## src/rtl/serial_sub_nbit.sv

```systemverilog
// Bit-serial unsigned subtractor: diff = a - b, one bit per clock, LSB first.
// A valid/ready handshake on each side; a 1-bit borrow state carries between bit slices.
//
//  state  | meaning
//  -------+----------------------------------------------------------
//  IDLE   | waiting for operands, in_ready=1
//  RUN    | shifting one bit per cycle through the borrow slice
//  DONE   | result presented, out_valid=1 until out_ready
module serial_sub_nbit #(
    parameter int WIDTH = 8
) (
    input  logic             clk,
    input  logic             rst,
    input  logic             in_valid,
    output logic             in_ready,
    input  logic [WIDTH-1:0] a,
    input  logic [WIDTH-1:0] b,
    output logic             out_valid,
    input  logic             out_ready,
    output logic [WIDTH-1:0] diff,
    output logic             borrow,
    output logic             zero
);

    localparam int CNT_W = $clog2(WIDTH);

    typedef enum logic [1:0] {
        S_IDLE = 2'd0,
        S_RUN  = 2'd1,
        S_DONE = 2'd2
    } state_t;

    state_t             state;
    state_t             state_nxt;

    logic [WIDTH-1:0]   a_sr;
    logic [WIDTH-1:0]   b_sr;
    logic [WIDTH-1:0]   res_sr;
    logic [CNT_W-1:0]   bit_cnt;
    logic               bs;

    logic               a0;
    logic               b0;
    logic               d_bit;
    logic               bs_nxt;
    logic               last_bit;
    logic [WIDTH-1:0]   res_nxt;

    // one full-subtractor slice on the current LSBs
    always_comb begin
        a0       = a_sr[0];
        b0       = b_sr[0];
        d_bit    = a0 ^ b0 ^ bs;
        bs_nxt   = (~a0 & b0) | (~(a0 ^ b0) & bs);
        res_nxt  = {d_bit, res_sr[WIDTH-1:1]};
        last_bit = (bit_cnt == CNT_W'(WIDTH - 1));
    end

    always_ff @(posedge clk) begin
        if (rst) begin
            state <= S_IDLE;
        end else begin
            state <= state_nxt;
        end
    end

    always_comb begin
        state_nxt = S_IDLE;
        case (state)
            S_IDLE: state_nxt = in_valid ? S_RUN : S_IDLE;
            S_RUN:  state_nxt = last_bit ? S_DONE : S_RUN;
            S_DONE: state_nxt = out_ready ? S_IDLE : S_DONE;
            default: state_nxt = S_IDLE;
        endcase
    end

    always_comb begin
        in_ready  = 1'b0;
        out_valid = 1'b0;
        case (state)
            S_IDLE:  in_ready  = 1'b1;
            S_DONE:  out_valid = 1'b1;
            default: begin
                in_ready  = 1'b0;
                out_valid = 1'b0;
            end
        endcase
    end

    always_ff @(posedge clk) begin
        if (rst) begin
            a_sr    <= '0;
            b_sr    <= '0;
            res_sr  <= '0;
            bit_cnt <= '0;
            bs      <= 1'b0;
            diff    <= '0;
            borrow  <= 1'b0;
            zero    <= 1'b0;
        end else begin
            case (state)
                S_IDLE: begin
                    if (in_valid) begin
                        a_sr    <= a;
                        b_sr    <= b;
                        res_sr  <= '0;
                        bit_cnt <= '0;
                        bs      <= 1'b0;
                    end
                end
                S_RUN: begin
                    a_sr    <= a_sr >> 1;
                    b_sr    <= b_sr >> 1;
                    res_sr  <= res_nxt;
                    bs      <= bs_nxt;
                    bit_cnt <= bit_cnt + 1'b1;
                    // last slice: publish the completed word, not the pre-shift register
                    if (last_bit) begin
                        diff   <= res_nxt;
                        borrow <= bs_nxt;
                        zero   <= (res_nxt == '0);
                    end
                end
                default: begin
                end
            endcase
        end
    end

endmodule
```

## config.mk

```make
export PLATFORM = sky130hd
export DESIGN_NAME = serial_sub_nbit
export DESIGN_NICKNAME = d
export VERILOG_FILES = /design/src/rtl/serial_sub_nbit.sv
export SDC_FILE = /design/constraint.sdc
export NUM_CORES = 1
export LEC_CHECK = 0
export ABC_AREA = 1
export ABC_CLOCK_PERIOD_IN_PS = 1300
export CORE_UTILIZATION = 50
export CTS_CLUSTER_DIAMETER = 60
export DETAILED_ROUTE_END_ITERATION = 6
export GPL_ROUTABILITY_DRIVEN = 0
export GPL_TIMING_DRIVEN = 0
export PLACE_DENSITY = 0.77
export SETUP_SLACK_MARGIN = 0.1
export SLEW_MARGIN = 30
export SYNTH_ARGS = -nofsm -noshare
export SYNTH_HDL_FRONTEND = slang
export SYNTH_SLANG_ARGS = --single-unit
```

## constraint.sdc

```tcl
create_clock -name clk -period 1.3 [get_ports clk]
set_input_delay 0.325 -clock clk [delete_from_list [all_inputs] [get_ports clk]]
set_output_delay 0.325 -clock clk [all_outputs]
set_load 0.1 [all_outputs]
```

# Word level (Yosys, flattened, before mapping)
# Cells that the tools add are included.
# word_totals
output_inout_bits	12
register_bits	40
inputBits	20
word_cells	42
# op_classes
n_reduce_logical	5
addsub	1
mux	16
bitwise	7
n_eq_ne	4
# ops
operator	n
8-bit case mux with 2 select lines	3
8-bit 2-to-1 mux	3
8-bit logical NOT	1
2-bit case mux with 3 select lines	1
3-bit case mux with 2 select lines	1
1-bit 2-to-1 mux	4
2-bit 2-to-1 mux	2
2-bit AND reduction	2
3-bit by 1-bit adder with 3-bit output, second input constant	1
3-bit equality test, second input constant	1
3-bit 2-to-1 mux	1
1-bit bitwise AND	2
2-bit by 1-bit equality test with 1-bit output, second input constant	1
2-bit equality test, second input constant	1
2-bit logical NOT	1
2-bit != test, second input constant	1
1-bit NOT	2
1-bit case mux with 2 select lines	1
2-bit nonzero test	1
1-bit bitwise XOR	2
1-bit bitwise OR	1

# Longest topological paths before layout
# Gate-level depths: netlist of the first run.
# logic_depth
word_depth	5
ltp_mapped	7
depth_no_buf	7

# Worst setup path before layout of the first run
# Ideal clock, no wire load.
# synth_path
path_type	reg2reg
start	reg state[0]
end	reg a_sr[7]
arrival_ns	2.030
path_buffers	0
stages_incl_launch_ff	4
setup_ns	0.072
t_required_ns	1.228
synth_period_minus_slack_ns	2.103
slack_ns	-0.803
cell_sequence	dfxtp_1 -> nor2_1 -> nand3_1 -> a21oi_1
# synth_between
elab_chain_len	3
word_cells_on_any_way	6
classes_between	2 x eq/ne; 1 x mux; 3 x reduce/logical
# synth_rtl
element	line	source
start, declared	33	state_t state;
start signal, assigned	63	state <= state_nxt;
2-bit by 1-bit equality test with 1-bit output / 2-bit logical NOT (equally long branches)	101	case (state)
2-bit nonzero test (no line) / 2-bit != test (equally long branches)	n/a	
2-bit AND reduction (no line)	n/a	
end signal, assigned	112	a_sr <= a_sr >> 1;
end, declared	36	logic [WIDTH-1:0] a_sr;
# Parallel ways exist; a longest one is shown, timed or not.
# A chain may end at the register's enable or synchronous reset.

# Worst setup path after layout of the first run
# layout_path
start	reg bs
end	reg zero
# layout_between
elab_chain_len	2
# layout_rtl
element	line	source
start, declared	40	logic bs;
start signal, assigned	115	bs <= bs_nxt;
1-bit bitwise XOR	53	d_bit = a0 ^ b0 ^ bs;
net d_bit	44	logic d_bit;
8-bit logical NOT	121	zero <= (res_nxt == '0);
end signal, assigned	121	
end, declared	22	output logic zero
# The timed path passes the listed nets, and every way through them passes these cells.

==> impl_results.md, run 1 <==
* Post-synth EDFFs at 0
* Slew HR at 0.741
* Period utilisation layout at 1.18
* Final WL at approximately 8100 µm
* NumNets Final at 350
* Port bufs at 31
* First-pass GRT wire length at ~7000 µm
* Worst setup SP type: flop
* CP Max Fanout at 2
* Clk sinks at 39
* Synthesized area at between 1500 and 2000 µm²
* Clock power share at 0.311
* Post-route ant nets at 0
* Synth top area cells: dfxtp_1 (46%), nand2_1 (25%), nor2_1 (9.0%), a21oi_1 (6.7%), inv_1 (4.6%)
* Slew @ Worst Pin at slightly below 0.4 ns
* Most used DFF post-synth: dfxtp_1
* #FFs+latches synth at 39
* Max-cap viol count at 0
* Clk pin slew, worst setup/hold paths at 0.13 ns
* Hold Worst Slack at 0.421 ns
* Area grow syn2layout at 75.3%
* Switching part of the total at 0.311
* Worst flop-to-flop path startpoint: bs$_SDFFE_PP0P_
* Final hold violation count at 0
* Failing checks: negative setup slack
* Hold path depth at 3
* Setup WS post-layout at -0.228 ns
* Crit-path slowest cell: fa_1
* Peak Freq at between 0.6 and 0.7 GHz
* TritonCTS Buffers at 5
* Count leader, synth: nand2_1
* Share of the synthesized area in the top cell type at 0.456
* Final min period at 1.53 ns
* Seq pwr share at 0.449
* Wirelength per Cell at ~22 µm
* Worst min-delay path category: input pin to flop
* Die span in y at a little over 60 µm
* Unique cell type count in the Yosys netlist at 16
* Gate power share at 0.240
* R2R cell count at 7
* CP Class: flop to flop
* CP Cell Sequence: inv_2 -> fa_1 -> nor2_1 -> nand2_1 -> nor2_1 -> nor2_1 -> nor2_1
* Fillers at 83
* Clock Skews at approximately 0.019 ns
* CTS tree: built
* Post-Synthesis Cells at 262
* # setup viols final at 14
* Vias/cell at approximately 5.9
* # IOs at 32
* Crit. Startpoint: bs$_SDFFE_PP0P_
* GRT overflow at 0
* Top cells by count, synth: nand2_1 (116), nor2_1 (41), dfxtp_1 (39), a21oi_1 (23), inv_1 (21)
* Peak supply drop at 0.00103 V
* Clk Latency, worst-skew pair at between 0.3 and 0.4 ns
* Vias at between 2000 and 2500
* WP data required at 1.60 ns
* Die area at ~3700 µm²
* HPWL after detailed placement at about 2500 µm
* Net Sw Power at around 0.0009 W
* Sequential fraction of the synthesis area at 0.456
* LEAKAGE at ~1.3 nW
* Worst path buffer plus inverter count at 1
* Syn Nets at approximately 290
* Mean Syn Cell Area at 6.53 µm²
* Deepest clock path buffer count at 2
* Synth warnings at 0
* RSZ-0062 raised after global routing: yes
* Initial antenna violation count at 0
* CP most frequent cell: nor2_1
* CP top delay family: adder cells
* Pwr dens at slightly below 1000 nW/µm²
* Drt first pass iters at 4
* Largest stage delay, worst path at approximately 0.5 ns
* Outcome: finished with violations
* Pin count of the biggest net entering global routing at 13
* Diode count at 0
* Number of global-route vias before repair at 1603
* Total power at ~0.0029 W
* Die width at 60.5 µm
* Core Region at 3150 µm²
* WP depth at 7
* P_int at roughly 0.0020 W
* DRT iter0 DRCs at just over 200
* Ys async rst share at 0
* Root Driver: clkbuf_4
* Synth area leader: dfxtp_1
* Remaining DRCs at 0
* CP Capture Type: flop
* Cell Rows at 20
* Overall routing resource usage at 0.266
* Initial Utilization at 0.543
* Final Slew Violations at 0
* H-Tree Depth at 2
* HP Start: in_valid
* Arr. time, crit path at 1.83 ns
* Layout cell share with drive strength beyond 1 at 0.479
==> final timing paths <==
path,slack [ns],endpoint
worst max-delay path,-0.23,zero$_SDFFE_PP0P_
worst min-delay path,0.42,state[0]$_SDFF_PP0_
worst max register to register,-0.23,zero$_SDFFE_PP0P_
worst min register to register,0.50,diff[1]$_SDFFE_PP0P_
==> state kept, by name, summed over array words and instances (netlist names) <==
| register | cells |
|---|---|
| bit_cnt | 3 |
| zero | 1 |
| diff | 8 |
| res_sr | 7 |
| state | 2 |
| borrow | 1 |
| b_sr | 8 |
| bs | 1 |
| a_sr | 8 |
==> placed cells by master, fill, tap and decap left out <==
cell,synthesis,layout
a21oi_1,23,5
a21oi_2,0,18
buf_12,0,12
buf_4,0,10
buf_6,0,18
buf_8,0,4
bufinv_16,0,1
clkbuf_16,0,1
clkbuf_2,0,2
clkbuf_4,0,6
clkbuf_8,0,1
clkdlybuf4s50_1,0,18
clkinv_2,0,1
dfxtp_1,39,22
dfxtp_2,0,12
dfxtp_4,0,5
dlymetal6s2s_1,0,1
fa_1,1,1
ha_4,0,2
inv_1,21,16
inv_2,1,4
inv_4,0,2
nand2_1,116,68
nand2_2,1,37
nand2_4,0,11
nand2_8,0,1
nand3_1,2,2
nor2_1,41,37
nor2_2,1,1
nor2_4,1,6
o21ai_1,0,1
o21ai_4,0,2
==> power groups by stage <==
stage / clock network (W) / logic, W / registers, W
floorplan: 0 / 0.000250 / 0.00130
global placement: 0 / 0.000367 / 0.00131
detailed placement: 0 / 0.000370 / 0.00131
CTS: 0.000869 / 0.000444 / 0.00128
global route: 0.000934 / 0.000723 / 0.00130
finish: 0.000898 / 0.000693 / 0.00130
==> metal layers <==
layer  track usage  vias up  wire length, µm
met1         0.317     1034             2890
met5             0        -                0
met2         0.451      188             3820
met4         0.114        0              624
met3        0.0746       56              769
li1              -      926                -
==> cell families (layout without fill, tap and decap cells) <==
kind of cell,count (synthesis),after routing,synth area share
AO/OA/AOI/OAI,25,26,0.0753
adder cells (fa/ha/maj),3,3,0.0263
buffers and inverters,33,97,0.0782
flip-flops,39,39,0.456
AND/OR/NAND/NOR,162,163,0.364
==> layout make-up <==
cell class,instances,area [µm²],area share
Buffer,11,115,0.0384
Clock buffer,6,51.3,0.0171
Clock inverter,2,35.0,0.0117
Inverter,22,87.6,0.0292
Multi-Input combinational cell,192,1140,0.381
Sequential cell,39,815,0.271
Tap cell,44,55.1,0.0183
Timing Repair Buffer,56,698,0.233
==> through the flow <==
stage / area [µm²] / worst slack, ns / cells / TNS [ns] / utilization
global route: 3000 / -0.283 / 372 / -1.70 / 0.952
floorplan: 1740 / 0.0497 / 262 / 0 / -
CTS: 2510 / -0.108 / 356 / -0.314 / 0.796
global placement: 2110 / -0.689 / 337 / -16.43 / 0.669
finish: 3000 / -0.228 / 372 / -1.22 / 0.952
detailed placement: 2110 / -0.690 / 337 / -17.05 / 0.669
==> worst reg2reg max path, stage by stage, from the launching register on <==
cell	delay, ns
dfxtp_2	0.39
inv_2	0.05
fa_1	0.50
nor2_1	0.13
nand2_1	0.08
nor2_1	0.13
nor2_1	0.05
nor2_1	0.11
==> what timing repair did <==
action	CTS	global route
hold buffers	0	0
pin swaps	17	42
cloned	2	7
buffers inserted	9	9
endpoints found under the setup margin	43	51
resized for setup	146	116
No activity file was read; power rests on OpenSTA's default activity.
==> inputs of run 2 (changes only) <==
ABC_AREA = not set   (was 1)
==> run 2 against run 1 <==
Against the previous run: the flow still finishes with violations (negative setup slack); sequential share of layout area up 2.2 points; register-to-register slack improved by 0.03 ns; sequential cell count stayed put; clock-buffer cell count did not move; cell count fell by 23%; maximum frequency up 1.8%; sequential power about the same; routed wire length decreased by 24%; critical endpoint unchanged.
==> impl_results.md, run 2 <==
* Outcome: finished with violations
* Failing checks: negative setup slack
* GRT overflow at 0 (unchanged)
* Final Slew Violations at 0 (unchanged)
* Worst min-delay path category: input pin to flop
* Most used DFF post-synth: dfxtp_1
* Count leader, synth: dfxtp_1
* Overall routing resource usage at 0.328 (+0.0618)
* Unique cell type count in the Yosys netlist at 33 (+17)
* Clk Latency, worst-skew pair at 0.35 ns (-0.03 ns)
* # IOs at 32 (unchanged)
* Root Driver: clkbuf_4
* CP Max Fanout at 3 (+1)
* Syn Nets at 205 (-28%)
* Largest family of logic cells by synthesized area: compound AO/OA/AOI/OAI gates
* Pin count of the biggest net entering global routing at 12 (-1)
* Vias at 1703 (-23%)
* Mean Syn Cell Area at 9.35 µm² (+43%)
* CP Class: flop to flop
* Clk pin slew, worst setup/hold paths at 0.12 ns (about the same)
* DRT iter0 DRCs at 101 (-50%)
* Die area at 3640 µm² (-0.58%)
* First-pass GRT wire length at 8510 µm (+21%)
* WP data required at 1.57 ns (-0.03 ns)
* Top cells by count, synth: dfxtp_1 (39), nand2_1 (31), nor2_1 (28), a21oi_1 (14)
* Share of the synthesized area in the top cell type at 0.459 (+0.00268)
* # setup viols final at 39 (+25)
* Final WL at 6150 µm (-24%)
* Synth Area in XOR/XNOR at 0 (unchanged)
* Max-cap viol count at 0 (unchanged)
* Post-Synth Adder-Cell Area at 0.0265 (+0.000155)
* Seq pwr share at 0.506 (+0.057)
* Sequential fraction of the synthesis area at 0.459 (+0.00268)
* Compound-gate portion of the synthesized area at 0.262 (+0.186)
* Synth top area cells: dfxtp_1 (46%), nand2_1 (6.8%), a211oi_2 (6.6%), nor2_1 (6.2%), a21oi_2 (4.6%)
* Largest registers: a_sr: 8 flops, b_sr: 8 flops, diff: 8 flops
* Post-synth EDFFs at 0 (unchanged)
* CTS tree: built
* Synth warnings at 0 (unchanged)
* Initial antenna violation count at 0 (unchanged)
* Port bufs at 30 (-3.2%)
* Final hold violation count at 0 (unchanged)
* Gate power share at 0.236 (-0.004)
* Switching part of the total at 0.292 (-0.0185)
* Number of global-route vias before repair at 1787 (+11%)
* Area grow syn2layout at 61.8%
* Initial Utilization at 0.544 (+0.00114)
* HPWL after detailed placement at 2730 µm (+10%)
* Remaining DRCs at 0 (unchanged)
* #FFs+latches synth at 39 (unchanged)
* Die span in y at 60.3 µm (-0.29%)
* Layout cell share with drive strength beyond 1 at 0.535 (+0.0566)
* CP Capture Type: flop
* Simple-gate area share of the yosys netlist at 0.177 (-0.187)
* Arr. time, crit path at 1.77 ns (-0.06 ns)
* Cell Rows at 20 (unchanged)
* Fin util at 0.880 (-0.0712)
* LEAKAGE at 1.02 nW (-23%)
* Worst slack, placed at -0.712 ns (-0.0217 ns)
* Setup WS post-layout at -0.200 ns (+0.0276 ns)
* Core Region at 3130 µm² (-0.79%)
* Mux contribution to synthesized area at 0.00588 (+0.00588)
* Peak Freq at 0.667 GHz (+1.8%)
* Slew HR at 0.476 (-0.266)
* Worst setup SP type: flop
* Post-CTS Hold Fix Bufs at 0 (unchanged)
* Most frequent cells in the layout: nand2_1 (23), dfxtp_1 (23), nor2_1 (20)
* Peak supply drop at 0.000639 V (-38%)
* Post-route ant nets at 0 (unchanged)
* RSZ-0062 raised after global routing: yes
* Wirelength per Cell at 21.6 µm (-1.0%)
* Net Sw Power at 0.000746 W (-17%)
* Ys async rst share at 0 (unchanged)
* H-Tree Depth at 2 (unchanged)
* Period utilisation layout at 1.15 (-0.0212)
* Deepest clock path buffer count at 2 (unchanged)
* Drt first pass iters at 4 (unchanged)
* Synthesized area at 1700 µm² (-0.58%)
* TritonCTS Buffers at 5 (unchanged)
* Synth area leader: dfxtp_1
* Clock power share at 0.258 (-0.053)
* Clk sinks at 39 (unchanged)
* Vias/cell at 5.98 (+0.86%)
* Diode count at 0 (unchanged)
* Slew @ Worst Pin at 0.787 ns (+0.399 ns)
* P_int at 0.00181 W (-9.2%)
* NumNets Final at 264 (-25%)
* Final min period at 1.50 ns (-0.0276 ns)
* Clock Skews at 0.00749 ns (-0.0110 ns)
* Pwr dens at 926 nW/µm² (-3.7%)
* Die width at 60.3 µm (-0.29%)
* Post-Synthesis Cells at 182 (-31%)
## run 2: cell count changes after synthesis, sizes merged, moves of 2 or more
cell / before / now
buf: 8 / 10
nor2b: 0 / 2
o21ai: 2 / 0
a211oi: 0 / 14
nor2: 43 / 28
a22oi: 0 / 9
nor4: 0 / 2
nand2: 117 / 32
nand2b: 0 / 2
inv: 22 / 3
a32oi: 0 / 2
## run 2: worst max-delay path: stages (launching register included)
cell,delay [ns]
dfxtp_2,0.36
inv_2,0.04
fa_2,0.50
nor4_2,0.25
nand3_1,0.12
a21oi_1,0.16
## run 2: what timing repair did
action                                  4_1_cts  5_1_grt
endpoints found under the setup margin       49       51
resized for setup                           157       17
pin swaps                                     9        8
cloned                                        5        0
setup buffers                                14        4
## run 2: worst paths after layout
path / from / end / slack [ns] / cells past startpoint
max: bs$_SDFFE_PP0P_ / zero$_SDFFE_PP0P_ / -0.20 / 5
min: rst / diff[6]$_SDFFE_PP0P_ / 0.41 / 2
max reg2reg: bs$_SDFFE_PP0P_ / zero$_SDFFE_PP0P_ / -0.20 / 5
min reg2reg: diff[3]$_SDFFE_PP0P_ / diff[3]$_SDFFE_PP0P_ / 0.50 / 2
## run 2: logic make-up after synthesis
group,after synthesis
buf+inv,16
fa+ha+maj,3
simple gates,70
flops,39
compound gates,53
mux,1
## run 2: metal layers
layer	vias to the layer above	wire [µm]	GRT usage
li1	752	-	-
met1	825	2360	0.369
met2	91	3110	0.565
met3	35	390	0.0810
met4	0	289	0.186
met5	-	0	0
## run 2: power by group through the flow
stage	registers, W	logic [W]	clock network, W
floorplan	0.00130	0.000263	0
global placement	0.00130	0.000359	0
detailed placement	0.00131	0.000373	0
CTS	0.00128	0.000524	0.000647
global route	0.00130	0.000630	0.000692
finish	0.00129	0.000603	0.000657
## run 2: metrics by stage
step                hold slack (ns)  instance area, µm²  TNS (ns)  total power (W)  cells
finish                        0.410                2750     -2.82          0.00255    285
global route                  0.420                2750     -4.82          0.00262    285
CTS                           0.359                2680     -2.61          0.00246    282
detailed placement            0.445                2110    -15.35          0.00168    256
global placement              0.430                2110    -14.04          0.00166    256
floorplan                     0.416                1760         0          0.00156    182
## run 2: cell type report
class                      instances  area, µm²
multi-input combinational        127        982
sequential                        39        808
timing repair buffer              52        696
fill                             137        374
buffer                            13        145
tap                               44       55.1
clock buffer                       6       51.3
inverter                           3       11.3
clock inverter                     1       5.00
